==> config.mk <==
export PLATFORM = sky130hd
export DESIGN_NAME = cpu6_pipectl_flat
export DESIGN_NICKNAME = d
export VERILOG_FILES = /design/src/rtl/cpu6_pipectl_if.sv /design/src/rtl/cpu6_pipectl.sv /design/src/flat_wrapper.sv
export SDC_FILE = /design/constraint.sdc
export NUM_CORES = 1
export LEC_CHECK = 0
export CAP_MARGIN = 40
export CORE_AREA = 2 2 39 41
export CTS_BUF_LIST = sky130_fd_sc_hd__clkbuf_2
export DETAILED_ROUTE_END_ITERATION = 8
export DIE_AREA = 0 0 41 43
export GPL_TIMING_DRIVEN = 0
export PLACE_DENSITY_LB_ADDON = 0.1
export SYNTH_ARGS = -nofsm -noshare
export SYNTH_HDL_FRONTEND = slang
export SYNTH_SLANG_ARGS = --single-unit
==> constraint.sdc <==
create_clock -name clk -period 3.2 [get_ports clk]
set_input_delay 0.32 -clock clk [delete_from_list [all_inputs] [get_ports clk]]
set_output_delay 0.32 -clock clk [all_outputs]
set_load 0.01 [all_outputs]
==> src/rtl/cpu6_pipectl_if.sv <==
// rtl/cpu6_pipectl_if.sv - pipeline hazard inputs and per-stage hold/bubble strobes for cpu6_pipectl
interface cpu6_pipectl_if;
  logic       branchD;
  logic       memreadE;
  logic [4:0] rdE;
  logic [4:0] rs1D;
  logic [4:0] rs2D;
  logic       dreqM;
  logic       dackM;
  logic       irq;
  logic       stallF;
  logic       stallD;
  logic       stallE;
  logic       stallM;
  logic       flushD;
  logic       flushE;
  logic       irq_take;
  logic       buserr;

  modport master (
    output branchD, memreadE, rdE, rs1D, rs2D, dreqM, dackM, irq,
    input  stallF, stallD, stallE, stallM, flushD, flushE, irq_take, buserr
  );

  modport slave (
    input  branchD, memreadE, rdE, rs1D, rs2D, dreqM, dackM, irq,
    output stallF, stallD, stallE, stallM, flushD, flushE, irq_take, buserr
  );
endinterface

==> src/rtl/cpu6_pipectl.sv <==
// rtl/cpu6_pipectl.sv - cpu6 pipeline stall/flush sequencer; optional data-bus timeout via CPU6_PIPECTL_TIMEOUT_EN
module cpu6_pipectl #(
  parameter int TIMEOUT = 255
) (
  input logic           clk,
  input logic           resetn,
  cpu6_pipectl_if.slave bus
);

  typedef enum logic [1:0] {
    RUN    = 2'd0,
    BRWAIT = 2'd1,
    IRQ    = 2'd2
  } pipeState;

  pipeState state;
  pipeState stateNxt;

  logic memwait;
  logic loaduse;
  logic buserrInt;

  logic stF;
  logic stD;
  logic stE;
  logic stM;
  logic flD;
  logic flE;
  logic irqTake;

`ifdef CPU6_PIPECTL_TIMEOUT_EN
  localparam int CW = $clog2(TIMEOUT + 1);

  logic [CW-1:0] wcnt;

  // Count consecutive wait cycles; an ack, an idle bus or an abort restarts the count.
  always_ff @(posedge clk or negedge resetn) begin
    if (!resetn) begin
      wcnt <= '0;
    end else if (!bus.dreqM || bus.dackM || buserrInt) begin
      wcnt <= '0;
    end else begin
      wcnt <= wcnt + CW'(1);
    end
  end

  assign buserrInt = resetn & bus.dreqM & ~bus.dackM & (wcnt == CW'(TIMEOUT));
`else
  logic [9:0] unusedTimeout;

  assign unusedTimeout = 10'(TIMEOUT);
  assign buserrInt     = 1'b0;
`endif

  // The aborting cycle is not a wait: it lets the pipeline move on.
  assign memwait = bus.dreqM & ~bus.dackM & ~buserrInt;

  // x0 is never a real producer, so a load into it cannot create a hazard.
  assign loaduse = bus.memreadE & (bus.rdE != 5'd0) &
                   ((bus.rdE == bus.rs1D) | (bus.rdE == bus.rs2D));

  // State register; a bus wait freezes whatever state the pipeline is in.
  always_ff @(posedge clk or negedge resetn) begin
    if (!resetn) begin
      state <= RUN;
    end else begin
      state <= stateNxt;
    end
  end

  // Fixed-priority arbitration: bus wait, pending bubble states, load-use, branch, irq.
  always_comb begin
    stateNxt = state;
    stF      = 1'b0;
    stD      = 1'b0;
    stE      = 1'b0;
    stM      = 1'b0;
    flD      = 1'b0;
    flE      = 1'b0;
    irqTake  = 1'b0;
    if (resetn) begin
      if (memwait) begin
        stF = 1'b1;
        stD = 1'b1;
        stE = 1'b1;
        stM = 1'b1;
      end else begin
        case (state)
          BRWAIT: begin
            flD      = 1'b1;
            stateNxt = RUN;
          end
          IRQ: begin
            flD      = 1'b1;
            flE      = 1'b1;
            stateNxt = RUN;
          end
          default: begin
            if (loaduse) begin
              // The branch, if any, stays in D and resolves next cycle.
              stF = 1'b1;
              stD = 1'b1;
              flE = 1'b1;
            end else if (bus.branchD) begin
              stF      = 1'b1;
              stateNxt = BRWAIT;
            end else if (bus.irq) begin
              irqTake  = 1'b1;
              stateNxt = IRQ;
            end
          end
        endcase
      end
    end
  end

  assign bus.stallF   = stF;
  assign bus.stallD   = stD;
  assign bus.stallE   = stE;
  assign bus.stallM   = stM;
  assign bus.flushD   = flD;
  assign bus.flushE   = flE;
  assign bus.irq_take = irqTake;
  assign bus.buserr   = buserrInt;

endmodule
==> src/flat_wrapper.sv <==
// flat-port wrapper written by rule: the top's interface ports become plain ports
module cpu6_pipectl_flat 
#(
  parameter int TIMEOUT = 255
)
  (clk, resetn, bus_branchD, bus_memreadE, bus_rdE, bus_rs1D, bus_rs2D, bus_dreqM, bus_dackM, bus_irq, bus_stallF, bus_stallD, bus_stallE, bus_stallM, bus_flushD, bus_flushE, bus_irq_take, bus_buserr);
  cpu6_pipectl_if bus_i ();
  input logic clk;
  input logic resetn;
  input wire logic [$bits(bus_i.branchD)-1:0] bus_branchD;
  input wire logic [$bits(bus_i.memreadE)-1:0] bus_memreadE;
  input wire logic [$bits(bus_i.rdE)-1:0] bus_rdE;
  input wire logic [$bits(bus_i.rs1D)-1:0] bus_rs1D;
  input wire logic [$bits(bus_i.rs2D)-1:0] bus_rs2D;
  input wire logic [$bits(bus_i.dreqM)-1:0] bus_dreqM;
  input wire logic [$bits(bus_i.dackM)-1:0] bus_dackM;
  input wire logic [$bits(bus_i.irq)-1:0] bus_irq;
  output wire logic [$bits(bus_i.stallF)-1:0] bus_stallF;
  output wire logic [$bits(bus_i.stallD)-1:0] bus_stallD;
  output wire logic [$bits(bus_i.stallE)-1:0] bus_stallE;
  output wire logic [$bits(bus_i.stallM)-1:0] bus_stallM;
  output wire logic [$bits(bus_i.flushD)-1:0] bus_flushD;
  output wire logic [$bits(bus_i.flushE)-1:0] bus_flushE;
  output wire logic [$bits(bus_i.irq_take)-1:0] bus_irq_take;
  output wire logic [$bits(bus_i.buserr)-1:0] bus_buserr;
  assign bus_i.branchD = bus_branchD;
  assign bus_i.memreadE = bus_memreadE;
  assign bus_i.rdE = bus_rdE;
  assign bus_i.rs1D = bus_rs1D;
  assign bus_i.rs2D = bus_rs2D;
  assign bus_i.dreqM = bus_dreqM;
  assign bus_i.dackM = bus_dackM;
  assign bus_i.irq = bus_irq;
  assign bus_stallF = bus_i.stallF;
  assign bus_stallD = bus_i.stallD;
  assign bus_stallE = bus_i.stallE;
  assign bus_stallM = bus_i.stallM;
  assign bus_flushD = bus_i.flushD;
  assign bus_flushE = bus_i.flushE;
  assign bus_irq_take = bus_i.irq_take;
  assign bus_buserr = bus_i.buserr;
  cpu6_pipectl #(.TIMEOUT(TIMEOUT)) u_core (.clk(clk), .resetn(resetn), .bus(bus_i));
endmodule
-- Word level (Yosys, flattened, before mapping)
Cells that the tools add are included.
Widths: inputs -> output; s select.
- flip-flop bits (word level): 2
- input bits: 22
- output and inout bits: 8
- word-level logic and storage cells: 43
- equality and inequality tests: 5
- multiplexer cells: 27
- bitwise operators: 6
- reduce and logical (&&, ||, !) cells: 4
- operator list (cell ; count):
    $mux 1 ; 22
    $eq 5x5->1 ; 2
    $mux 2 ; 4
    $reduce_bool 5->1 ; 1
    $reduce_and 4->1 ; 1
    $and 1x1->1 ; 3
    $reduce_bool 3->1 ; 1
    $eq 2x1->1 const B ; 1
    $eq 2x2->1 const B ; 1
    $ne 2x2->1 const B ; 1
    $not 1->1 ; 2
    $pmux 1 s2 ; 1
    $reduce_or 2->1 ; 1
    $or 1x1->1 ; 1

-- Longest topological paths before layout
- word-level depth: 7
- depth in mapped cells: 6
- mapped depth without buffers: 6

-- Worst setup path before layout
Ideal clock, no wire load.
- path type: input to output
- start point: input port bus_rdE[1]
- end point: output port bus_stallF
- data arrival time: 1.359 ns
- data required time: 2.880 ns
- slack: 1.521 ns
- cell stages on the path: 4
- buffers on the path: 0
- cell sequence: or4_4 o21a_4 a211oi_2 nor2_1
- longest elaborated chain between the ends: 7
- elaborated cells between the ends (all ways): 10
- those cells by class: 2 x eq/ne; 4 x mux; 3 x bitwise; 1 x reduce/logical
- ends and longest elaborated chain (what ; RTL line ; RTL):
    start: declaration ; flat_wrapper.sv:12 ; input wire logic [$bits(bus_i.rdE)-1:0] bus_rdE;
    $eq 5x5->1 or $reduce_bool 5->1 (tied branches) ; cpu6_pipectl.sv:60, cpu6_pipectl.sv:59 ;
    $or 1x1->1 or $and 1x1->1 (tied branches) ; cpu6_pipectl.sv:60, cpu6_pipectl.sv:59 ;
    $and 1x1->1 (*) ; cpu6_pipectl.sv:59 ; assign loaduse = bus.memreadE & (bus.rdE != 5'd0) &
    $mux 1 (*) ; cpu6_pipectl.sv:99 ; if (loaduse) begin
    $mux 1 (*) ; cpu6_pipectl.sv:88 ; case (state)
    $mux 1 (*) ; cpu6_pipectl.sv:82 ; if (memwait) begin
    $mux 1 (*) ; cpu6_pipectl.sv:81 ; if (resetn) begin
    end: declaration ; flat_wrapper.sv:18 ; output wire logic [$bits(bus_i.stallF)-1:0] bus_stallF;
Mark *: on every way between the ends. The rest lies on a longest branch, timed or not.

-- Final worst setup path
- start point: input port bus_rdE[0]
- end point: output port bus_flushE
- longest elaborated chain between the ends: 7
- elaborated cells between the ends (all ways): 10
- those cells by class: 2 x eq/ne; 4 x mux; 3 x bitwise; 1 x reduce/logical
- ends and longest elaborated chain (what ; RTL line ; RTL):
    $eq 5x5->1 or $reduce_bool 5->1 (tied branches) ; cpu6_pipectl.sv:60, cpu6_pipectl.sv:59 ;
    $or 1x1->1 or $and 1x1->1 (tied branches) ; cpu6_pipectl.sv:60, cpu6_pipectl.sv:59 ;
    $and 1x1->1 (*) ; cpu6_pipectl.sv:59 ;
    $mux 1 (*) ; cpu6_pipectl.sv:99 ;
    $pmux 1 s2 (*) ; cpu6_pipectl.sv:88 ;
    $mux 1 (*) ; cpu6_pipectl.sv:82 ;
    $mux 1 (*) ; cpu6_pipectl.sv:81 ;
    end: declaration ; flat_wrapper.sv:23 ; output wire logic [$bits(bus_i.flushE)-1:0] bus_flushE;
Marked as above.

==> summary.txt <==
Finish
  – Area grow syn2layout: 82.08%
  – # fillers: 152
  – Top reg by flops: u_core.state
  – Max FFs per register: 2
  – Share of layout cells above drive strength 1: 0.1392
  – # nets final: 104
  – ANT cells: 0
  – Final Util: 0.5054
  – Largest registers: u_core.state: 2 flops

Worst setup path
  – Crit path kind: input port to primary output
  – R2R depth: 5
  – Crit path capture type: primary output
  – Setup slack, reg-to-reg: 1720 ps
  – Critical path buffers and inverters: 2
  – Critical path fanouts, max: 6
  – Worst Path Arrival: 2360 ps
  – Critical path launch point type: input port
  – Worst EP required: 2880 ps
  – Cells along the critical path: clkdlybuf4s50_1 > xnor2_1 > nand3_1 > o22ai_2 > nand3_1 > a21oi_1 > clkdlybuf4s50_1
  – CP peak stage delay: 550 ps
  – Stages on worst setup path: 7
  – Slowest cell on crit path: clkdlybuf4s50_1
  – Crit path max-delay family: buffers and inverters

STA
  – Clock Skews: 10.24 ps
  – Tmin final: 2679 ps
  – Pins Over Slew Limit: 0
  – Max Freq: 373.3 MHz
  – Setup ws final: 521.4 ps
  – Setup TNS: 0 ps
  – Crit share post-route: 0.8371
  – RSZ-0062 raised after global routing: false
  – Final Setup Violations: 0
  – Final hold viol count: 0

Routing
  – Wire length per cell: 11.61 um
  – Post-DRT Antenna Nets: 0
  – First DRT Iteration DRCs: 1
  – Routed via count: 436
  – Number of remaining DRC errors: 0
  – Vias per cell: 4.589
  – Pre-Repair DR Iteration Count: 4
  – Drt total wl: 1.103 mm

Synthesis
  – Area leader, netlist: xnor2_1
  – Syn Inst Count: 48
  – Synth Area in Adders: 0.03257
  – Synth Area in Simple Gates: 0.3094
  – Yosys warns: 0
  – Synth unique cells: 23
  – Post-synth EDFFs: 0
  – Seq cells post-synth: 2
  – Area contributors post-synth: xnor2_1, dfrtp_1, nand4_1
  – Synth cell count leaders: xnor2_1, nand4_1, nand2_1, nand3_1, o21ai_0
  – Main combinational cell family by area after synthesis: simple AND/OR/NAND/NOR gates
  – Synth top area share: 0.2280
  – Mux contribution to synthesized area: 0
  – Dominant synthesized flop cell: dfrtp_1
  – Mapped Nets: 71
  – Post-Synth XOR/XNOR Area: 0.2280
  – Ys async rst share: 1.000
  – Mapped cell area: 384.1 um^2
  – Post-synthesis sequential area ratio: 0.1303
  – Count leader, synth: xnor2_1
  – Avg Synthesized Cell Area: 8.002 um^2
  – Synth Area in Compound Gates: 0.2313

Power
  – Part of the power in registers: 0.178
  – Clock share of power: 0.156
  – Pwr/cell area: 366.3 nW/um^2
  – Peak VDD IR: 0.2013 mV
  – Gate power share: 0.666
  – Switching power: 100.3 uW
  – Switching share of power: 0.3914
  – Leak Pwr: 0.0002531 uW
  – Int Pwr: 155.9 uW

Global route
  – Vias in the first global route: 452
  – Gr usage total: 0.1473
  – GRT overflow: 0
  – Wire length of the first global-routing pass: 1.828 mm
  – Largest net degree at the start of global routing: 9
  – Initial antenna violation count: 0

CTS
  – CTS tree: yes
  – # resized after CTS: 0
  – Clk_lat worst skew: 200 ps
  – CTS H-tree lvls: 1
  – CTS max path bufs: 2
  – Clock Sinks: 2
  – CTS clock-pin slew for the worst setup and hold paths: 40 ps
  – CTS Buf Count: 3
  – CTS root buffer: clkbuf_2
  – Postcts setup bufs: 0
  – CTS Hold Buffers Added: 0

Run
  – Total of max-cap violations: 0

Floorplan
  – Num rows: 14
  – IO Count: 30
  – Die width: 41 um
  – Die Ht: 43 um
  – Die ar.: 1763 um^2
  – Core area: 1384 um^2
  – Starting density of the core: 0.2776

Placed design
  – PortBufs: 28
  – GP Congestion: 0.8340
  – Pre-CTS setup slack: 517.8 ps
  – Dpl hpwl: 912.4 um

Status
  – Status: complete, no violations

Min path
  – HP Class: input port to async pin
[cells by family after synthesis]
group / Yosys count
AOI/OAI and AO/OA: 10
other: 1
xor gates and xnor gates: 10
and+or+nand+nor: 20
adders and majority gates: 1
buffers and inverters: 4
DFF: 2
[layout make-up]
type                            instances  area, um^2  share of cell area
Multi-Input combinational cell         42       311.5              0.4454
Timing Repair Buffer                   28       280.3              0.4007
Sequential cell                         2       50.05             0.07156
Tap cell                               16       20.02             0.02862
Clock buffer                            3       15.01             0.02147
Buffer                                  2       15.01             0.02147
Inverter                                2       7.507             0.01073
[metrics by stage]
stage | area, um^2 | hold WS [ps] | std cells | total power (uW)
2_1_floorplan | 384.1 | 24.41 | 48 | 139.9
5_1_grt | 699.4 | 382.9 | 95 | 280.8
3_3_place_gp | 684.4 | 549.8 | 92 | 216.7
4_1_cts | 699.4 | 364.8 | 95 | 260.1
6_report | 699.4 | 373.8 | 95 | 256.2
3_5_place_dp | 684.4 | 550.7 | 92 | 215.0
[power by group through the flow]
stage / Sequential (uW) / Clock, uW / Combinational (uW)
floorplan: 43.4 / 0 / 96.5
global placement: 45.9 / 0 / 171
detailed placement: 45.7 / 0 / 169
CTS: 45.9 / 41.9 / 172
global route: 47.8 / 45.5 / 187
finish: 45.7 / 39.9 / 171
[metal layers]
layer,vias up,routed length [um],GRT usage
met5,-,0,0
met4,0,0,0.04000
met3,0,46,0.03141
met2,14,536,0.2281
met1,190,520,0.1981
li1,232,-,-
[path summary, 6_finish.rpt]
check,startpoint,end
min in group clk,u_core.state[0],u_core.state[0]
max,bus_rdE[0],bus_flushE
min reg2reg,u_core.state[0],u_core.state[0]
max in group asynchronous,resetn,u_core.state[0]
max reg2reg,u_core.state[1],u_core.state[1]
min,resetn,u_core.state[1]
[placed cells by master (no fill, tap or decap), drive strengths merged]
cell type / netlist / routed
xnor2: 10 / 10
nand4: 4 / 4
conb: 1 / 1
nor2: 2 / 2
o21a: 1 / 1
buf: 2 / 2
nand2b: 1 / 1
a211oi: 1 / 1
ha: 1 / 1
nor2b: 3 / 3
dfrtp: 2 / 2
nand3b: 2 / 2
clkbuf: 0 / 3
nand3: 3 / 3
inv: 2 / 2
o21ai: 3 / 3
clkdlybuf4s50: 0 / 28
o22ai: 1 / 1
nand2: 3 / 3
a21boi: 1 / 1
and2: 1 / 1
or4: 1 / 1
a21oi: 3 / 3
No activity file was read; power rests on OpenSTA's default activity.
